**src/rtl/mux_arbiter_rr4_pkg.sv**
```systemverilog
// mux_arbiter_rr4_pkg: shared state encoding and sizing constants for the 4-way round-robin arbiter.
package mux_arbiter_rr4_pkg;
  typedef enum logic {IDLE = 1'b0, BUSY = 1'b1} state_t;
  localparam int NUM_REQ = 4;
  localparam int SEL_W = 2;
endpackage

```
**src/rtl/mux_arbiter_rr4_pick.sv**
```systemverilog
// rr_pick4: rotating-priority encoder, first unmasked request at or after ptr wins.
module rr_pick4
  import mux_arbiter_rr4_pkg::*;
(
  input  logic [NUM_REQ-1:0] req,
  input  logic [NUM_REQ-1:0] mask,
  input  logic [SEL_W-1:0]   ptr,
  output logic               any,
  output logic [SEL_W-1:0]   idx
);
  logic [NUM_REQ-1:0] live;
  always_comb begin
    live = req & ~mask;
    any = |live;
    idx = '0;
    // Walk farthest-first so the nearest candidate to ptr is written last.
    for (int k = NUM_REQ - 1; k >= 0; k--)
      if (live[ptr + SEL_W'(k)]) idx = ptr + SEL_W'(k);
  end
endmodule

```
**src/rtl/mux_arbiter_rr4.sv**
```systemverilog
// mux_arbiter_rr4: round-robin arbiter driving a shared 4:1 word mux with valid/ready and bounded locked bursts.
module mux_arbiter_rr4
  import mux_arbiter_rr4_pkg::*;
#(
  parameter int WIDTH = 32,
  parameter int MAX_BURST = 4
) (
  input  logic               clk,
  input  logic               rst_n,
  input  logic [NUM_REQ-1:0] req_i,
  input  logic [NUM_REQ-1:0] lock_i,
  input  logic [WIDTH-1:0]   data0_i,
  input  logic [WIDTH-1:0]   data1_i,
  input  logic [WIDTH-1:0]   data2_i,
  input  logic [WIDTH-1:0]   data3_i,
  input  logic               ready_i,
  output logic               valid_o,
  output logic [WIDTH-1:0]   data_o,
  output logic [SEL_W-1:0]   sel_o,
  output logic [NUM_REQ-1:0] gnt_o,
  output logic [NUM_REQ-1:0] ack_o
);
  state_t state, state_n;
  logic [SEL_W-1:0] ptr, ptr_n, sel_n, pick_ptr, widx;
  logic [NUM_REQ-1:0] gnt_n, mask;
  logic [3:0] beat_cnt, beat_n;
  logic busy, xfer, cont, rel, any;
  assign busy = state == BUSY;
  assign data_o = sel_o[1] ? (sel_o[0] ? data3_i : data2_i) : (sel_o[0] ? data1_i : data0_i);
  assign valid_o = busy & req_i[sel_o];
  assign xfer = valid_o & ready_i;
  assign ack_o = xfer ? NUM_REQ'(1) << sel_o : '0;
  assign cont = xfer & lock_i[sel_o] & ({1'b0, beat_cnt} + 5'd1 < 5'(MAX_BURST));
  assign rel = busy & (~req_i[sel_o] | (xfer & ~cont));
  // On release the just-served requester is masked so it cannot win the very next grant.
  assign pick_ptr = rel ? sel_o + SEL_W'(1) : ptr;
  assign mask = rel ? NUM_REQ'(1) << sel_o : '0;
  rr_pick4 u_pick (
    .req  (req_i),
    .mask (mask),
    .ptr  (pick_ptr),
    .any  (any),
    .idx  (widx)
  );
  always_comb begin
    state_n = state;
    ptr_n = ptr;
    sel_n = sel_o;
    gnt_n = gnt_o;
    beat_n = beat_cnt;
    if (cont) beat_n = beat_cnt + 4'd1;
    else if (!busy || rel) begin
      ptr_n = pick_ptr;
      state_n = any ? BUSY : IDLE;
      sel_n = any ? widx : sel_o;
      gnt_n = any ? NUM_REQ'(1) << widx : '0;
      beat_n = '0;
    end
  end
  always_ff @(posedge clk) begin
    if (!rst_n) begin
      state <= IDLE;
      ptr <= '0;
      sel_o <= '0;
      gnt_o <= '0;
      beat_cnt <= '0;
    end else begin
      state <= state_n;
      ptr <= ptr_n;
      sel_o <= sel_n;
      gnt_o <= gnt_n;
      beat_cnt <= beat_n;
    end
  end
endmodule

```
**config.mk**
```make
export PLATFORM = sky130hd
export DESIGN_NAME = mux_arbiter_rr4
export DESIGN_NICKNAME = d
export VERILOG_FILES = /design/src/rtl/mux_arbiter_rr4_pkg.sv /design/src/rtl/mux_arbiter_rr4_pick.sv /design/src/rtl/mux_arbiter_rr4.sv
export SDC_FILE = /design/constraint.sdc
export NUM_CORES = 1
export LEC_CHECK = 0
export ABC_CLOCK_PERIOD_IN_PS = 3440
export CAP_MARGIN = 0
export CORE_MARGIN = 3
export CORE_UTILIZATION = 29
export CTS_CLUSTER_DIAMETER = 80
export DETAILED_ROUTE_END_ITERATION = 7
export GPL_ROUTABILITY_DRIVEN = 0
export PLACE_DENSITY = 0.9
export SLEW_MARGIN = 5
export SYNTH_ARGS = -nofsm -noshare
export SYNTH_HDL_FRONTEND = slang
export SYNTH_SLANG_ARGS = --single-unit
export TNS_END_PERCENT = 1
```
**constraint.sdc**
```tcl
create_clock -name clk -period 3.44 [get_ports clk]
set_clock_uncertainty 0.05 [all_clocks]
set_input_delay 0.516 -clock clk [delete_from_list [all_inputs] [get_ports clk]]
set_output_delay 0.516 -clock clk [all_outputs]
set_load 0.05 [all_outputs]
```
==> summary.txt <==
Status = finished, final reports clean
Slowest stage cell on the critical path = clkdlybuf4s50_1
Initial drt markers = 72
CP Launch Type = flip-flop
Register bit total from synthesis = 13
Compound-Gate Fraction of Synth Area = 15.3%
Multi-input logic area = 1390 um^2
Vias in the first global route = 2342
Fmax = 0.340 GHz
Post-CTS Setup Inserts = 0
Resized Gates After CTS = 0
DRC Markers = 0
Reg power frac = 12.7%
Core area = 5640 um^2
Mean post-synth cell area = 11.5 um^2
Sw Share = 49.3%
Syn nets = 294
Crit path largest cell delay = 0.74 ns
Std cell rows = 27
Clock root cell = clkbuf_8
Most common cell after layout, fill and taps aside = clkdlybuf4s50_1
Worst path arrival time = 2.37 ns
Worst R2R Start = sel_o[0]
Clock latency at the later pin of the worst-skew pair = 0.25 ns
Unrepaired setup endpoints after global routing = no
Layout cells sized above 1 = 18.0%
Placed cells = 396
IO buf count = 181
Register Area = 263 um^2
Count of clock tree sinks = 13
Io pins = 182
First drt pass iteration count = 4
Antenna violations before repair = 0
Drt total wl = 8490 um
Reg2reg path depth = 10
Drt wl/cell = 21.2 um
Leak = 1.30 nW
Seq/Total Area, Yosys = 15.1%
Total global-route track usage = 24.7%
Peak VDD IR = 0.389 mV
H-tree lvl count = 1
Final period util = 85.4%
Filler Cells Inserted = 443
Layout net count = 473
Synth Area in Simple Gates = 15.0%
Post-Layout Cell Count = 400
Starting Density = 30.5%
Worst Hold Launch = beat_cnt[1]
Clock Path Buffers = 2
Crit end category = output port
Final hold vios = 0
Num CTS Buffers = 3
Fin crit period = 2.94 ns
Dpl hpwl = 7250 um
Cells after Synth = 150
Max cap viols = 0
Distinct cells, synth = 42
CP Data Required Time = 2.87 ns
Worst path cell trace = buf_4 > mux4_2 > clkdlybuf4s50_1
Synth Area in Adders = 3.63%
Setup violations, final = 0
Largest net degree at the start of global routing = 26
CTS tree = built
Hold_buf cts = 0
Pins over their slew limit = 0
Chip Height = 83.1 um
Slew headroom = 61.2%
Least-Margin Pin Slew = 0.580 ns
Hold Path Depth = 2
GRT overflow = 0
Critical path class = flip-flop to output port
Clk slew on worst S/H paths = 0.06 ns
Routed Antenna Nets = 0
Multiplexer share of the synthesized area = 46.7%
Combinational family with the most area after synthesis = multiplexers
P_sw = 0.820 mW
Die area = 6900 um^2
Setup TNS = 0 ns
Vias per inst = 5.43
Width of the chip = 83.1 um
Internal power = 0.842 mW
Logic pwr share = 78.8%
Commonest cells after routing, fill and taps aside = clkdlybuf4s50_1, mux4_2, nand2_1, dfxtp_1
Synth warnings = 0
Type of the most critical hold path = flip-flop to flip-flop
Via count = 2173
Antenna cells = 0
Clock power frac = 8.4%
Crit path launch = sel_o[0]
Syn-to-layout area delta = 116%
Crit path max fanout = 13
Xor and xnor fraction of the mapped netlist area = 0%
Synthesized area = 1720 um^2
First-pass GRT wire length = 13400 um
P per Cell Area = 447 nW/um^2
kinds of logic after synthesis:
| group | after synthesis |
|---|---|
| fa+ha+maj | 5 |
| simple gates | 48 |
| flops | 13 |
| buf+inv | 15 |
| compound gates | 30 |
| mux | 39 |
synthesized netlist by cell type:
cell type | instances | share of area, %
mux2i_1 | 5 | 2.9
o221a_4 | 1 | 1.2
o2111ai_1 | 1 | 0.51
a21bo_4 | 1 | 0.95
and2_1 | 4 | 1.5
nor2b_1 | 3 | 1.1
nand3b_1 | 1 | 0.44
clkbuf_1 | 5 | 1.1
and3_1 | 4 | 1.5
o211ai_2 | 1 | 0.73
buf_6 | 2 | 1.3
dfxtp_1 | 13 | 15
buf_2 | 1 | 0.29
a21oi_1 | 2 | 0.58
a22o_1 | 2 | 1.0
nor3_1 | 3 | 0.87
nor4_2 | 1 | 0.73
o21ai_0 | 7 | 2.0
a31oi_1 | 1 | 0.36
nand3_1 | 7 | 2.0
a211oi_1 | 2 | 0.87
o221ai_1 | 1 | 0.51
or2_2 | 1 | 0.36
and3_4 | 1 | 0.65
ha_1 | 5 | 3.6
o211ai_1 | 1 | 0.44
o21ai_1 | 2 | 0.58
nor3b_1 | 1 | 0.44
buf_1 | 4 | 0.87
nor2_1 | 3 | 0.65
o2111a_1 | 1 | 0.65
inv_1 | 3 | 0.65
mux4_2 | 33 | 43
o221ai_4 | 1 | 1.5
o21a_1 | 2 | 0.87
a311o_1 | 1 | 0.58
mux2_2 | 1 | 0.65
a31o_2 | 1 | 0.51
nand2b_1 | 5 | 1.8
o21ai_2 | 1 | 0.51
o221ai_2 | 1 | 0.87
nand2_1 | 14 | 3.1
flip-flops by register name, summed over array words and instances, names as in the netlist:
| register | flops |
|---|---|
| beat_cnt | 4 |
| gnt_o | 4 |
| ptr | 2 |
| sel_o | 2 |
| busy | 1 |
routing by layer:
layer | GRT usage (%) | vias up | wire [um]
li1 | - | 974 | -
met4 | 8.32 | 0 | 288
met3 | 5.16 | 20 | 700
met2 | 42.6 | 137 | 4250
met1 | 30.5 | 1042 | 3250
met5 | 0 | - | 0
critical path: cells and delay by family, from the launching register on:
family                 cells  cell delay (ns)
muxes                      1             0.54
buffers and inverters      2             1.05
DFF                        1             0.54
metrics by stage:
| stage | hold WS (ns) | area (um^2) | utilization, % | total power [mW] | worst slack [ns] |
|---|---|---|---|---|---|
| after floorplan | 0.408 | 1720 | - | 1.03 | 0.127 |
| after global placement | 0.404 | 3680 | 65.2 | 1.51 | 0.623 |
| after detailed placement | 0.407 | 3680 | 65.2 | 1.52 | 0.524 |
| after CTS | 0.434 | 3720 | 66.0 | 1.67 | 0.473 |
| after global routing | 0.461 | 3720 | 66.0 | 1.74 | 0.378 |
| final | 0.432 | 3720 | 66.0 | 1.66 | 0.502 |
power by group through the flow:
stage	Combinational, mW	Clock, mW	Sequential (mW)
finish	1.31	0.140	0.212
global route	1.37	0.150	0.217
CTS	1.31	0.142	0.213
detailed placement	1.31	0	0.215
global placement	1.29	0	0.215
floorplan	0.797	0	0.231
area by class of cell:
type	instances	area share, %
timing repair buffer	186	51.7
multi-input combinational	122	37.3
sequential	13	7.06
tap	72	2.42
clock buffer	4	1.21
inverter	3	0.303
worst paths after layout:
path	endpoint	slack [ns]
setup / recovery	data_o[24]	0.50
hold / removal	beat_cnt[1]	0.43
setup reg to reg	gnt_o[3]	0.78
hold reg to reg	beat_cnt[1]	0.43
Power figures use the tool's default switching activity.
